$ cat src/rtl/qspi_bus_bridge_pkg.sv
// Shared definitions for the QSPI byte-command bridge.
//   state_e       : bridge FSM states
//   CMD_WRITE_BIT : command bit selecting write (1) or read (0)
//   ADDR_BYTES    : number of wire address bytes, MSB first
//   OPCODE_MEM    : cmd[7:1] value that selects a memory access
package qspi_bus_bridge_pkg;

   typedef enum logic [2:0] {
      StIdle,
      StCmd,
      StAddr,
      StWdata,
      StWbus,
      StRreq,
      StRbus,
      StIgnore
   } state_e;

   localparam int unsigned CMD_WRITE_BIT = 0;
   localparam int unsigned ADDR_BYTES    = 3;
   localparam logic [6:0]  OPCODE_MEM    = 7'h00;

endpackage

$ cat src/rtl/qspi_bus_bridge_if.sv
// Signal bundle between the QSPI front-end / memory bus and the bridge.
//   start               : new-transaction pulse from the front-end
//   rx_data/valid/ready : RX FIFO byte stream into the bridge
//   tx_data/push/space  : TX FIFO byte stream out of the bridge
//   bus_*               : single-outstanding byte memory bus driven by the bridge
// Modports: master = bridge side, slave = front-end / memory side.
interface qspi_bus_bridge_if #(
   parameter int unsigned ADDR_W = 24
);

   logic              start;
   logic [7:0]        rx_data;
   logic              rx_valid;
   logic              rx_ready;
   logic [7:0]        tx_data;
   logic              tx_push;
   logic              tx_space;
   logic [ADDR_W-1:0] bus_addr;
   logic [7:0]        bus_wdata;
   logic              bus_wr;
   logic              bus_rd;
   logic              bus_ack;
   logic [7:0]        bus_rdata;

   modport master (
      input  start, rx_data, rx_valid, tx_space, bus_ack, bus_rdata,
      output rx_ready, tx_data, tx_push, bus_addr, bus_wdata, bus_wr, bus_rd
   );

   modport slave (
      output start, rx_data, rx_valid, tx_space, bus_ack, bus_rdata,
      input  rx_ready, tx_data, tx_push, bus_addr, bus_wdata, bus_wr, bus_rd
   );

endinterface

$ cat src/rtl/qspi_bus_bridge.sv
// Byte-level command parser behind the QSPI slave front-end. Parses cmd + 3 address bytes, then
// streams byte writes (one per RX data byte) or prefetching byte reads (pushed to the TX FIFO)
// on a single-outstanding memory bus, auto-incrementing the address.
// Ports:
//   qspi_clk   : clock
//   qspi_reset : synchronous active-high reset
//   bus        : qspi_bus_bridge_if.master (start, RX, TX and memory bus signals)
module qspi_bus_bridge
   import qspi_bus_bridge_pkg::*;
#(
   parameter int unsigned ADDR_W = 24,
   parameter logic [6:0]  OPCODE = OPCODE_MEM
) (
   input logic               qspi_clk,
   input logic               qspi_reset,
   qspi_bus_bridge_if.master bus
);

   // Keeps the auto-increment modulo 2^ADDR_W on the 24-bit wire address.
   localparam logic [23:0] AddrMask = 24'((64'd1 << ADDR_W) - 64'd1);

   state_e      state_q, state_d;
   logic [23:0] addr_q, addr_d;
   logic [1:0]  cnt_q, cnt_d;
   logic        pend_q, pend_d;
   logic        write_q, write_d;
   logic [7:0]  wdata_q, wdata_d;

   logic        pop;
   logic        rd_req;
   logic        wr_req;
   logic        push;
   logic        ack_done;
   logic [23:0] addr_inc;

   assign addr_inc = (addr_q + 24'd1) & AddrMask;
   assign ack_done = (rd_req | wr_req) & bus.bus_ack;

   always_ff @(posedge qspi_clk) begin
      if (qspi_reset) begin
         state_q <= StIdle;
         addr_q  <= 24'h0;
         cnt_q   <= 2'd0;
         pend_q  <= 1'b0;
         write_q <= 1'b0;
         wdata_q <= 8'h00;
      end else begin
         state_q <= state_d;
         addr_q  <= addr_d;
         cnt_q   <= cnt_d;
         pend_q  <= pend_d;
         write_q <= write_d;
         wdata_q <= wdata_d;
      end
   end

   always_comb begin
      state_d = state_q;
      addr_d  = addr_q;
      cnt_d   = cnt_q;
      pend_d  = pend_q;
      write_d = write_q;
      wdata_d = wdata_q;
      unique case (state_q)
         StIdle: begin
            if (bus.start) state_d = StCmd;
         end
         StCmd: begin
            if (bus.start) begin
               state_d = StCmd;
            end else if (pop) begin
               cnt_d   = 2'd0;
               write_d = bus.rx_data[CMD_WRITE_BIT];
               state_d = (bus.rx_data[7:1] == OPCODE) ? StAddr : StIgnore;
            end
         end
         StAddr: begin
            if (bus.start) begin
               state_d = StCmd;
            end else if (pop) begin
               addr_d = {addr_q[15:0], bus.rx_data};
               cnt_d  = cnt_q + 2'd1;
               if (cnt_q == 2'(ADDR_BYTES - 1)) state_d = write_q ? StWdata : StRreq;
            end
         end
         StWdata: begin
            if (bus.start) begin
               state_d = StCmd;
            end else if (pop) begin
               wdata_d = bus.rx_data;
               state_d = StWbus;
            end
         end
         StRreq: begin
            if (bus.start) begin
               state_d = StCmd;
            end else if (ack_done) begin
               addr_d = addr_inc;
            end else if (rd_req) begin
               state_d = StRbus;
            end
         end
         StWbus, StRbus: begin
            // The bus cannot abort, so a start here is parked until the ack.
            if (bus.bus_ack) begin
               pend_d = 1'b0;
               if (pend_q || bus.start) begin
                  state_d = StCmd;
               end else begin
                  addr_d  = addr_inc;
                  state_d = (state_q == StWbus) ? StWdata : StRreq;
               end
            end else if (bus.start) begin
               pend_d = 1'b1;
            end
         end
         StIgnore: begin
            if (bus.start) state_d = StCmd;
         end
         default: state_d = StIdle;
      endcase
   end

   always_comb begin
      pop    = 1'b0;
      rd_req = 1'b0;
      wr_req = 1'b0;
      push   = 1'b0;
      unique case (state_q)
         StCmd, StAddr, StWdata, StIgnore: pop = bus.rx_valid & ~bus.start;
         StWbus: wr_req = 1'b1;
         StRreq: begin
            // Issue in the cycle after the last address byte; a start cancels before issue.
            rd_req = bus.tx_space & ~bus.start;
            push   = rd_req & bus.bus_ack;
         end
         StRbus: begin
            rd_req = 1'b1;
            push   = bus.bus_ack & bus.tx_space & ~pend_q & ~bus.start;
         end
         default: ;
      endcase
   end

   assign bus.rx_ready  = pop;
   assign bus.tx_push   = push;
   assign bus.tx_data   = push ? bus.bus_rdata : 8'h00;
   assign bus.bus_addr  = addr_q[ADDR_W-1:0];
   assign bus.bus_wdata = wdata_q;
   assign bus.bus_wr    = wr_req;
   assign bus.bus_rd    = rd_req;

endmodule
$ cat src/flat_wrapper.sv
// flat-port wrapper written by rule: the top's interface ports become plain ports
module qspi_bus_bridge_flat import qspi_bus_bridge_pkg::*;
#(
   parameter int unsigned ADDR_W = 24,
   parameter logic [6:0]  OPCODE = OPCODE_MEM
)
  (qspi_clk, qspi_reset, bus_start, bus_rx_data, bus_rx_valid, bus_tx_space, bus_bus_ack, bus_bus_rdata, bus_rx_ready, bus_tx_data, bus_tx_push, bus_bus_addr, bus_bus_wdata, bus_bus_wr, bus_bus_rd);
  qspi_bus_bridge_if #(.ADDR_W(ADDR_W)) bus_i ();
  input logic qspi_clk;
  input logic qspi_reset;
  input wire logic [$bits(bus_i.start)-1:0] bus_start;
  input wire logic [$bits(bus_i.rx_data)-1:0] bus_rx_data;
  input wire logic [$bits(bus_i.rx_valid)-1:0] bus_rx_valid;
  input wire logic [$bits(bus_i.tx_space)-1:0] bus_tx_space;
  input wire logic [$bits(bus_i.bus_ack)-1:0] bus_bus_ack;
  input wire logic [$bits(bus_i.bus_rdata)-1:0] bus_bus_rdata;
  output wire logic [$bits(bus_i.rx_ready)-1:0] bus_rx_ready;
  output wire logic [$bits(bus_i.tx_data)-1:0] bus_tx_data;
  output wire logic [$bits(bus_i.tx_push)-1:0] bus_tx_push;
  output wire logic [$bits(bus_i.bus_addr)-1:0] bus_bus_addr;
  output wire logic [$bits(bus_i.bus_wdata)-1:0] bus_bus_wdata;
  output wire logic [$bits(bus_i.bus_wr)-1:0] bus_bus_wr;
  output wire logic [$bits(bus_i.bus_rd)-1:0] bus_bus_rd;
  assign bus_i.start = bus_start;
  assign bus_i.rx_data = bus_rx_data;
  assign bus_i.rx_valid = bus_rx_valid;
  assign bus_i.tx_space = bus_tx_space;
  assign bus_i.bus_ack = bus_bus_ack;
  assign bus_i.bus_rdata = bus_bus_rdata;
  assign bus_rx_ready = bus_i.rx_ready;
  assign bus_tx_data = bus_i.tx_data;
  assign bus_tx_push = bus_i.tx_push;
  assign bus_bus_addr = bus_i.bus_addr;
  assign bus_bus_wdata = bus_i.bus_wdata;
  assign bus_bus_wr = bus_i.bus_wr;
  assign bus_bus_rd = bus_i.bus_rd;
  qspi_bus_bridge #(.ADDR_W(ADDR_W), .OPCODE(OPCODE)) u_core (.qspi_clk(qspi_clk), .qspi_reset(qspi_reset), .bus(bus_i));
endmodule
$ cat config.mk
export PLATFORM = sky130hd
export DESIGN_NAME = qspi_bus_bridge_flat
export DESIGN_NICKNAME = d
export VERILOG_FILES = /design/src/rtl/qspi_bus_bridge_pkg.sv /design/src/rtl/qspi_bus_bridge_if.sv /design/src/rtl/qspi_bus_bridge.sv /design/src/flat_wrapper.sv
export SDC_FILE = /design/constraint.sdc
export NUM_CORES = 1
export LEC_CHECK = 0
export CAP_MARGIN = 20
export CORE_MARGIN = 5
export CORE_UTILIZATION = 30
export DETAILED_ROUTE_END_ITERATION = 7
export PLACE_DENSITY = 0.52
export SYNTH_ARGS = -nofsm -noshare
export SYNTH_HDL_FRONTEND = slang
export SYNTH_SLANG_ARGS = --single-unit
$ cat constraint.sdc
create_clock -name qspi_clk -period 2 [get_ports qspi_clk]
set_clock_uncertainty 0.1 [all_clocks]
set_input_delay 0.4 -clock qspi_clk [delete_from_list [all_inputs] [get_ports qspi_clk]]
set_output_delay 0.4 -clock qspi_clk [all_outputs]
set_load 0.005 [all_outputs]
; After elaboration in Yosys (flattened, before gate mapping)
; Index checks and enable logic that the tools add are counted.
[totals]
out_inout_bits = 44
ff_bits = 39
[classes]
mux = 36
reduce_logical = 15
bitwise_logic = 10
n_eq_ne = 23
n_addsub = 2
[ops]
columns = op, n
row1 = $mux W24, 6
row2 = $pmux W24 S3, 1
row3 = $mux W3, 16
row4 = $add A24 B1 Y24 const B, 1
row5 = $pmux W3 S6, 1
row6 = $ne A2 B2 Y1 const B, 7
row7 = $eq A3 B3 Y1 const B, 4
row8 = $ne A3 B3 Y1 const B, 4
row9 = $mux W2, 4
row10 = $mux W8, 1
row11 = $reduce_and A8 Y1, 1
row12 = $and A1 B1 Y1, 7
row13 = $logic_not A7 Y1, 1
row14 = $reduce_and A7 Y1, 1
row15 = $eq A3 B2 Y1 const B, 2
row16 = $ne A3 B2 Y1 const B, 2
row17 = $reduce_and A3 Y1, 2
row18 = $reduce_and A5 Y1, 1
row19 = $mux W1, 4
row20 = $ne A2 B1 Y1 const B, 2
row21 = $pmux W1 S2, 2
row22 = $pmux W2 S2, 1
row23 = $reduce_bool A2 Y1, 2
row24 = $reduce_or A2 Y1, 2
row25 = other kinds (10), 11

; Logic depth before layout (Yosys ltp)
; Gate-level depths: netlist of run 1.
[depth]
depth_word = 8
ltp_mapped = 9
ltp_nobuf = 7

; Least setup slack after synthesis of run 1
; Ideal clock, no wire load.
[synth_path]
path_kind = reg2out
startpoint = reg u_core.state_q[1]
endpoint = out bus_tx_data[0]
arrival_time_ps = 1353
path_slack_ps = 147
t_required_ps = 1500
path_stages_with_launch = 6
path_cell_list = dfxtp_1 > buf_2 > nor2b_1 > nand2b_1 > a21oi_1 > and2_1
[synth_between]
elab_chain_cells = 3
[synth_rtl]
columns = element, line_no
row1 = from (decl), qspi_bus_bridge.sv:22  ; state_e state_q, state_d;
row2 = from (signal assigned), qspi_bus_bridge.sv:41  ; state_q <= StIdle;
row3 = from (signal assigned), qspi_bus_bridge.sv:48  ; state_q <= state_d;
row4 = $eq A3 B3 Y1, qspi_bus_bridge.sv:129  ; unique case (state_q)
row5 = $pmux W1 S2 *, qspi_bus_bridge.sv:129
row6 = named net bus_tx_push, flat_wrapper.sv:19  ; output wire logic [$bits(bus_i.tx_push)-1:0] bus_tx_push;
row7 = $mux W8 *, qspi_bus_bridge.sv:147  ; assign bus.tx_data = push ? bus.bus_rdata : 8'h00;
row8 = to (decl), flat_wrapper.sv:18  ; output wire logic [$bits(bus_i.tx_data)-1:0] bus_tx_data;
; The timed path passes the listed nets; every way through them passes the cells marked *.

; Worst setup path in the final report of run 1
[layout_path]
startpoint = reg u_core.state_q[1]
endpoint = out bus_tx_data[5]
[layout_between]
elab_chain_cells = 3
[layout_rtl]
columns = element, line_no
row1 = $eq A3 B3 Y1, qspi_bus_bridge.sv:129
row2 = $pmux W1 S2 *, qspi_bus_bridge.sv:129
row3 = $mux W8 *, qspi_bus_bridge.sv:147
; Every way passes the cells marked *; elsewhere a longest branch is shown, timed or not.

==> results of run 1 <==
-- sequential cells by signal (all words and copies together) (netlist names) --
signal / cells
u_core.state_q: 3
u_core.bus.bus_addr: 24
u_core.write_q: 1
u_core.cnt_q: 2
u_core.pend_q: 1
u_core.bus.bus_wdata: 8
-- power by group --
part	internal, mW	total, mW	switching (mW)	leakage (nW)
clock network	0.498	0.812	0.314	0.0644
registers	0.808	0.834	0.0260	0.316
logic	0.292	0.597	0.304	1.02
total	1.60	2.24	0.644	1.40
-- metrics by stage --
step / cell area (sq um) / instances / TNS (ns)
6_report: 3752 / 529 / -0.01794
4_1_cts: 3702 / 529 / -0.04158
2_1_floorplan: 2459 / 322 / 0
3_3_place_gp: 3525 / 515 / -10.55
5_1_grt: 3752 / 529 / -0.3336
3_5_place_dp: 3525 / 515 / -11.55
-- how the worst min path moves through the flow --
stage                                          to  slack (ns)  cells past startpoint
final                     u_core.bus.bus_addr[23]        0.40                      2
after global routing               u_core.write_q        0.43                      2
after CTS                          u_core.write_q        0.40                      2
after detailed placement  u_core.bus.bus_wdata[0]        0.39                      2
after global placement    u_core.bus.bus_wdata[0]        0.38                      2
after floorplan                    u_core.write_q        0.37                      2
-- worst reg2reg max path: stages, from the launching register on --
cell	delay (ns)
dfxtp_1	0.32
buf_4	0.15
and3_1	0.20
and3_2	0.32
nand3_1	0.11
o21ai_0	0.13
a2111oi_2	0.36
-- cells in the mapped netlist (all sizes together), types with 7 or more instances --
library cell / n / area share
nand2b: 8 / 0.020
clkbuf: 9 / 0.014
nand3: 16 / 0.033
nand2: 29 / 0.044
nor3: 9 / 0.018
dfxtp: 39 / 0.32
nand4: 10 / 0.028
mux2i: 9 / 0.037
a21oi: 33 / 0.067
buf: 18 / 0.044
nor2: 29 / 0.051
a211oi: 9 / 0.030
inv: 7 / 0.011
and2: 9 / 0.023
o21ai: 22 / 0.045
-- placed cells by master (no fill, tap or decap), types with 7 or more instances in the layout --
cell,synthesis,final
mux2i_1,9,9
buf_6,2,9
a211oi_1,8,8
clkdlybuf4s50_1,0,49
nand2_1,29,29
nand4_1,9,9
nor2_1,28,28
o21ai_0,22,22
dfxtp_1,39,37
buf_4,2,46
inv_1,7,7
a21oi_1,33,32
nor3_1,9,9
nand3_1,16,16
nand2b_1,8,7
-- area by class of cell --
class / instances / area (sq um) / share of cell area
Multi-Input combinational cell: 249 / 1553 / 0.4138
Timing Repair Buffer: 121 / 1120 / 0.2984
Sequential cell: 39 / 785.8 / 0.2094
Tap cell: 105 / 131.4 / 0.03501
Clock buffer: 5 / 68.82 / 0.01834
Clock inverter: 3 / 67.56 / 0.01801
Inverter: 7 / 26.28 / 0.007002
-- timing repair --
item,4_1_cts,5_1_grt
resized for setup,48,20
hold buffers,0,0
cloned,1,0
setup endpoints to repair,12,12
pin swaps,3,4
buffers inserted,5,0
hold endpoints to repair,0,0
-- kinds of logic after synthesis --
group	count (synthesis)	synth area share
AO/OA/AOI/OAI	105	0.2789
buffers and inverters	34	0.06819
flip-flops	39	0.3176
AND/OR/NAND/NOR	133	0.2885
multiplexers	9	0.03664
adder cells (fa/ha/maj)	2	0.01018
-- layer usage --
metal	vias up	GRT usage	routed length [um]
li1	1382	-	-
met1	1326	0.2062	3744
met2	83	0.2676	3785
met3	8	0.03322	402
met4	0	0.04974	106
met5	-	0	0
==> metrics, run 1 <==
fraction of layout cells with a size suffix above 1 0.2264; Buffers on Ports 65; die height about 100 um; crit-path max FO 3; clock sink count 39; Place WS -0.4350 ns; Post-Syn Instances between 300 and 400; Core Footprint between 0.008 and 0.009 sq mm; period utilisation layout 1.009; vias after detailed routing between 2000 and 3000; Most Frequent Cell on Critical Path buf_6; PD cells 597.6 mW/mm^2; CP Data Required Time 1.50 ns; number of fill cells around 800; Final Max Slew Viols 0; number of synthesized flops with an enable pin 0; final setup vio count 1; slowest stage delay, CP 0.34 ns; Seq/Total Area, Yosys 0.3176; Initial DRC Count around 190; average size of a mapped cell 7.635 sq um; die width between 100 and 150 um; RSZ-0062 raised after global routing true; synthesized area ~0.0025 sq mm; Critical Path Slowest Stage Cell dfxtp_2; CP Data Arrival Time around 1.5 ns; startpoint type of the worst setup path register; Root Driver clkbuf_8; Worst Setup EP bus_tx_data[5]; Worst-Margin Slew 0.4376 ns; Top Ports 66; Tot GR Track Use 0.1599; final hold slack 0.3956 ns; post-route ant nets 0; largest net degree at the start of global routing 31; Max IR drop VDD around 0.25 mV; Area growth syn-to-layout 52.62%; dpl hpwl 5734 um; Placement Rows 33; Initial Utilization 0.3038; n_diodes 0; Synth warnings 0; final hold violations 0; Synth Register Bits 39; Routed Wire Length around 8000 um; Final WS setup -0.01794 ns; Clock Latency Late Sink about 0.3 ns; CP top delay family buffers and inverters; GP Congestion approximately 0.8; CP bufs+invs 4; detailed-route DRC error count 0; routed wire length per instance ~15 um; Mapped Nets between 300 and 400; # Max-Cap Violations 0; FF-to-FF Start u_core.bus.bus_addr[1]; CTS tree yes; Tmin final slightly above 2 ns; DRT Pass-1 Iters 4; predominant post-synthesis flop cell dfxtp_1; hold path startpoint u_core.bus.bus_addr[23]; r2r endpoint u_core.bus.bus_addr[9]; CTS max path bufs 2; first-pass GRT wire length around 13000 um; gr ovfl total 0; CP Class reg -> out; vias in the first global route between 2000 and 3000; Async SR Flop Fraction 0; die area 0.01011 sq mm; Max-Slew Margin vs Limit 0.7074; total CTS buffers 5; Final Util 0.4637; Crit path depth 8; Worst-path clk slew 0.09 ns; Leak between 1 and 1.5 nW; post-synth cell types 52; Hold WC Path Type reg -> reg; register-to-register setup slack 0.22 ns; initial antenna violation count 0; failing checks setup timing; Crit. Startpoint u_core.state_q[1]; worst reg2reg path depth 6; status finished with violations; vias per inst roughly 5.3; Max Clk Rate ~500 MHz; H-Tree Depth 2; crit end category primary output; critical-path cell list nor2b_4 -> nand2b_1 -> a21oi_2 -> buf_2 -> buf_6 -> buf_6 -> and2_4 -> buf_6; Final #Nets around 450; Power Total 2.243 mW
Note: power is estimated with default switching activity, not from simulation.
==> inputs of run 2 (changes only) <==
CTS_BUF_LIST = sky130_fd_sc_hd__clkbuf_8   (was default)
PLACE_DENSITY = 0.5   (was 0.52)
==> run 2 against run 1 <==
  * The flow now finishes without violations
  * Worst hold slack gained 0.0045 ns
  * Global-route usage grew 0.30 points
  * Sequential cell count is the same
  * Largest cell class unchanged
  * Cell count grew 1.9%
  * Critical path depth shrank 1
  * Routed wire length grew 8.5%
==> metrics, run 2 (same netlist as run 1, synthesis figures left out) <==
Leak ~1.5 nW; Area growth syn-to-layout 58.83%; register-to-register setup slack ~0.05 ns; Psw between 600 and 700 uW; Core Footprint 0.008093 sq mm; first-pass GRT wire length around 13000 um; Tmin final between 1.5 and 2 ns; Critical Path Slowest Stage Cell dfxtp_4; Largest register FFs 24; routed wire length per instance 16.18 um; vias after detailed routing between 2000 and 3000; Hold Crit Depth 2; Initial DRC Count approximately 160; clock sink count 39; # Max-Cap Violations 0; post-route ant nets 0; n_diodes 0; hold path startpoint u_core.bus.bus_wdata[6]; PD cells 543.5 mW/mm^2; Worst-Margin Slew 0.4767 ns; r2r endpoint u_core.bus.bus_addr[9]; DRT Pass-1 Iters 4; die area between 0.01 and 0.015 sq mm; Power Total between 2 and 2.5 mW; Root Driver clkbuf_8; switching share of power 0.3127; CTS Hold Buffers Added 0; fraction of layout cells with a size suffix above 1 0.2604; critical-path cell list nor2b_4 -> nand2b_4 -> a21oi_4 -> buf_6 -> buf_6 -> and2_4 -> buf_6; gr ovfl total 0; CTS max path bufs 2; Hold EP u_core.bus.bus_wdata[6]; worst reg2reg path depth 10; Max IR drop VDD 0.2433 mV; CTS tree yes; startpoint type of the worst setup path register; CP Data Arrival Time about 1.5 ns; clock share of power 0.288; RSZ-0062 raised after global routing true; Routed Wire Length 8721 um; Final #Nets approximately 460; Flop pwr share 0.396; FF-to-FF Start u_core.state_q[2]; H-Tree Depth 2; Tot GR Track Use 0.1629; vias per inst ~5.2; CP Class reg -> out; final hold violations 0; final setup vio count 0; die height 100.5 um; Buffers on Ports 65; Placement Rows 33; die width 100.5 um; GP Congestion slightly above 0.8; status finished clean; initial antenna violation count 0; CP Data Required Time 1.50 ns; Clock Latency Late Sink roughly 0.30 ns; slowest stage delay, CP approximately 0.38 ns; Final Util 0.4825; Initial Utilization 0.3038; Most Frequent Cell on Critical Path buf_6; Gate power share 0.317; Hold WC Path Type reg -> reg; dpl hpwl ~5900 um; Max Clk Rate around 500 MHz; Top Ports between 60 and 70; commonest non-fill, non-tap cells in the layout clkdlybuf4s50_1 (49), buf_4 (49), dfxtp_1 (36), a21oi_1 (30), nand2_1 (29); detailed-route DRC error count 0; Worst-path clk slew approximately 0.080 ns; crit end category primary output; period utilisation layout 0.9876; vias in the first global route 2657; total CTS buffers 5; Final Max Slew Viols 0; crit-path max FO 4; largest net degree at the start of global routing 29; Int Power roughly 1.5 mW; Max-Slew Margin vs Limit 0.6788
[run 2: changes by cell type in the layout (fill, tap and decap cells not counted), moves of 3 or more]
cell | before | now
buf_4 | 46 | 49
buf_2 | 2 | 7
dlygate4sd2_1 | 6 | 3
buf_6 | 9 | 13
nand2b_4 | 0 | 3
and2_4 | 5 | 2
and2_1 | 4 | 7
clkbuf_16 | 0 | 3
[run 2: critical path: cells and delay by family, from the launching register on]
family                 cells  cell delay (ns)
flip-flops                 1             0.38
AO/OA/AOI/OAI              1             0.17
AND/OR/NAND/NOR            3             0.35
buffers and inverters      3             0.29
[run 2: layout make-up]
| type | count | area (sq um) |
|---|---|---|
| well taps | 105 | 131.4 |
| multi-input cells | 249 | 1629 |
| clock inverters | 1 | 3.754 |
| clock buffers | 7 | 96.34 |
| flip-flops and latches | 39 | 787.0 |
| repair buffers | 131 | 1231 |
| fillers | 839 | 4188 |
| inverters | 7 | 26.28 |
[run 2: worst max-delay path by stage]
stage	start	endpoint	slack (ns)	cells after the start
after detailed placement	bus_start	bus_tx_data[3]	-0.47	6
after global routing	u_core.state_q[1]	bus_tx_data[7]	-0.06	7
after global placement	bus_start	bus_tx_data[6]	-0.41	6
after CTS	bus_start	u_core.bus.bus_addr[2]	-0.03	11
final	u_core.state_q[0]	bus_tx_data[7]	0.02	7
after floorplan	u_core.state_q[1]	bus_tx_data[0]	0.15	5
[run 2: what timing repair did]
action / 4_1_cts / 5_1_grt
pin swaps: 3 / 14
cloned: 1 / 3
endpoints found under the hold margin: 0 / 0
buffers inserted: 7 / 7
setup endpoints to repair: 12 / 31
gates resized for setup: 55 / 40
[run 2: metrics by stage]
step / setup slack (ns) / setup TNS [ns] / hold WS (ns) / instance area (sq um) / instances
finish: 0.02486 / 0 / 0.4000 / 3905 / 539
CTS: -0.02620 / -0.06668 / 0.4046 / 3640 / 531
floorplan: 0.1469 / 0 / 0.3675 / 2459 / 322
global route: -0.05783 / -0.1841 / 0.4301 / 3905 / 539
global placement: -0.4133 / -11.08 / 0.3763 / 3500 / 515
detailed placement: -0.4744 / -11.69 / 0.3840 / 3500 / 515
[run 2: power by group through the flow]
stage / combinational, mW / sequential (mW) / clock, mW
floorplan: 0.309 / 0.854 / 0
global placement: 0.577 / 0.851 / 0
detailed placement: 0.578 / 0.851 / 0
CTS: 0.590 / 0.836 / 0.623
global route: 0.739 / 0.844 / 0.665
finish: 0.672 / 0.840 / 0.610
[run 2: layer usage]
metal  wire length, um  GRT usage  vias up
li1                  -          -     1408
met1              4146     0.2174     1312
met2              4072     0.2712       69
met3               391    0.02768       12
met4               111    0.04456        0
met5                 0          0        -
==> inputs of run 3 (changes only) <==
CORE_UTILIZATION = 50   (was 30)
PLACE_DENSITY = 0.78   (was 0.5)
==> run 3 against run 2 <==
  * Register-to-register slack improved by 0.06 ns
  * Combinational power fell by 9.7%
  * Worst hold slack about the same
  * Largest power group unchanged
  * Sequential cell count is the same
  * Critical path type unchanged
  * Sequential share of layout area is 1.3 points higher
  * Die area shrank 36%
  * Critical path depth is the same
  * Fmax down 1.2%
  * Sequential power is essentially flat
  * Power fell by 8.9%
  * Non-clock buffer count is 12 lower
==> metrics, run 3 (same netlist as run 1, synthesis figures left out) <==
detailed-route DRC error count 0; crit-path max FO 3; clock sink count 39; total CTS buffers 5; Routed Wire Length ~8000 um; status finished clean; Final #Nets ~450; slowest stage delay, CP 0.34 ns; post-route ant nets 0; Final WS setup about 0.0017 ns; hold path startpoint u_core.bus.bus_addr[23]; Hold Crit Depth 2; Critical Path Slowest Stage Cell dfxtp_2; Metal-1 WL roughly 3500 um; commonest non-fill, non-tap cell in the layout clkdlybuf4s50_1; CP bufs+invs 3; H-Tree Depth 2; Worst-path clk slew ~0.070 ns; # Max-Cap Violations 0; critical-path cell list nor2b_4 -> nand2b_1 -> a21oi_2 -> buf_2 -> buf_6 -> and2_4 -> buf_6; gr ovfl total 0; commonest non-fill, non-tap cells in the layout clkdlybuf4s50_1 (49), buf_4 (45), dfxtp_1 (37), a21oi_1 (32), nand2_1 (29); n_diodes 0; Largest register FFs 24; die height 80.12 um; Core Footprint ~0.0048 sq mm; first-pass GRT wire length between 10000 and 15000 um; Root Driver clkbuf_8; r2r endpoint u_core.bus.bus_addr[9]; Initial DRC Count ~310; CP Data Required Time approximately 1.5 ns; Cells after DPL approximately 470; Most Frequent Cell on Critical Path buf_6; Layout Cells excl Fill between 400 and 500; Initial Utilization 0.5171; Place WS -0.4946 ns; Max Clk Rate 500.4 MHz; Worst-Margin Slew approximately 0.51 ns; met2 WL approximately 3800 um; PD cells 529.0 mW/mm^2; Placement Rows 25; routed wire length per instance 16.39 um; vias after detailed routing 2899; Final Max Slew Viols 0; vias in the first global route between 2000 and 3000; dpl hpwl ~5500 um; FF-to-FF Start u_core.bus.bus_addr[1]; CTS tree yes; die area 0.006419 sq mm; fraction of layout cells with a size suffix above 1 0.2262; CTS Hold Buffers Added 0; Max-Slew Margin vs Limit 0.6598; Met3 Wirelength around 640 um; startpoint type of the worst setup path register; CP top delay family simple AND/OR/NAND/NOR gates; Max IR drop VDD 0.3189 mV; Tmin final approximately 2 ns; Buffers on Ports 65; final hold violations 0; DRT Pass-1 Iters 4; final setup vio count 0; Top Ports 66; RSZ-0062 raised after global routing true; crit end category primary output; Area growth syn-to-layout 48.65%; vias per inst a little under 6; Tot GR Track Use 0.2446; GP Congestion approximately 0.84; max layer used met4; period utilisation layout 0.9992; die width between 80 and 90 um; Hold WC Path Type reg -> reg; register-to-register setup slack roughly 0.11 ns; CTS max path bufs 2; CP Class reg -> out; CP Data Arrival Time about 1.5 ns; initial antenna violation count 0; worst reg2reg path depth 6; largest net degree at the start of global routing 44; Leak between 1 and 1.5 nW; Clock Latency Late Sink 0.28 ns; Hold EP u_core.bus.bus_addr[23]
==> run 3: changes by cell type in the layout (fill, tap and decap cells not counted), sizes merged <==
cell,before,now
buf,72,61
clkbuf,11,7
clkdlybuf4s15,3,1
dlygate4sd2,3,6
==> run 3: tightest hold or removal path, delay by kind of cell (launching register included) <==
kind,cells,cell delay (ns)
flops,1,0.33
compound gates,2,0.13
==> run 3: final cells by class <==
class | count | area [sq um]
Multi-Input combinational cell | 249 | 1584
Timing Repair Buffer | 119 | 1105
Fill cell | 376 | 1100
Sequential cell | 39 | 783.3
Tap cell | 67 | 83.83
Clock buffer | 5 | 68.82
Inverter | 7 | 26.28
Clock inverter | 1 | 3.754
==> run 3: repair_timing <==
action	in CTS	in global routing
pin swaps	2	5
gates resized for setup	45	24
setup buffers	5	2
endpoints found under the setup margin	14	23
endpoints found under the hold margin	0	0
gates cloned	1	1
==> run 3: layer usage <==
layer,up-vias,GRT usage
li1,1374,-
met1,1365,0.3278
met2,146,0.4048
met3,14,0.04148
met4,0,0.06588
met5,-,0
==> run 3: where the power goes <==
group / switching [mW] / internal, mW / total, mW
Combinational: 0.312 / 0.295 / 0.607
Clock: 0.260 / 0.228 / 0.488
Sequential: 0.0307 / 0.808 / 0.839
Total: 0.603 / 1.33 / 1.93
==> run 3: worst max path at each step <==
stage | slack (ns) | endpoint | from | depth (start not counted)
after floorplan | 0.15 | bus_tx_data[0] | u_core.state_q[1] | 5
after global placement | -0.41 | bus_tx_data[0] | bus_start | 6
after detailed placement | -0.49 | bus_tx_data[4] | bus_start | 6
after CTS | 0.008 | bus_tx_data[7] | u_core.state_q[1] | 6
after global routing | -0.08 | bus_tx_data[1] | u_core.state_q[1] | 7
final | 0.002 | bus_tx_data[5] | u_core.state_q[1] | 7
==> run 3: per-stage QoR <==
step / power, mW / TNS, ns / area (sq um) / hold slack [ns] / utilization
finish: 1.933 / 0 / 3655 / 0.3998 / 0.7687
global route: 2.027 / -0.5885 / 3655 / 0.4257 / 0.7687
CTS: 1.900 / 0 / 3541 / 0.4000 / 0.7447
detailed placement: 1.416 / -13.01 / 3440 / 0.3848 / 0.7234
global placement: 1.407 / -10.67 / 3440 / 0.3768 / 0.7234
floorplan: 1.163 / 0 / 2459 / 0.3675 / -
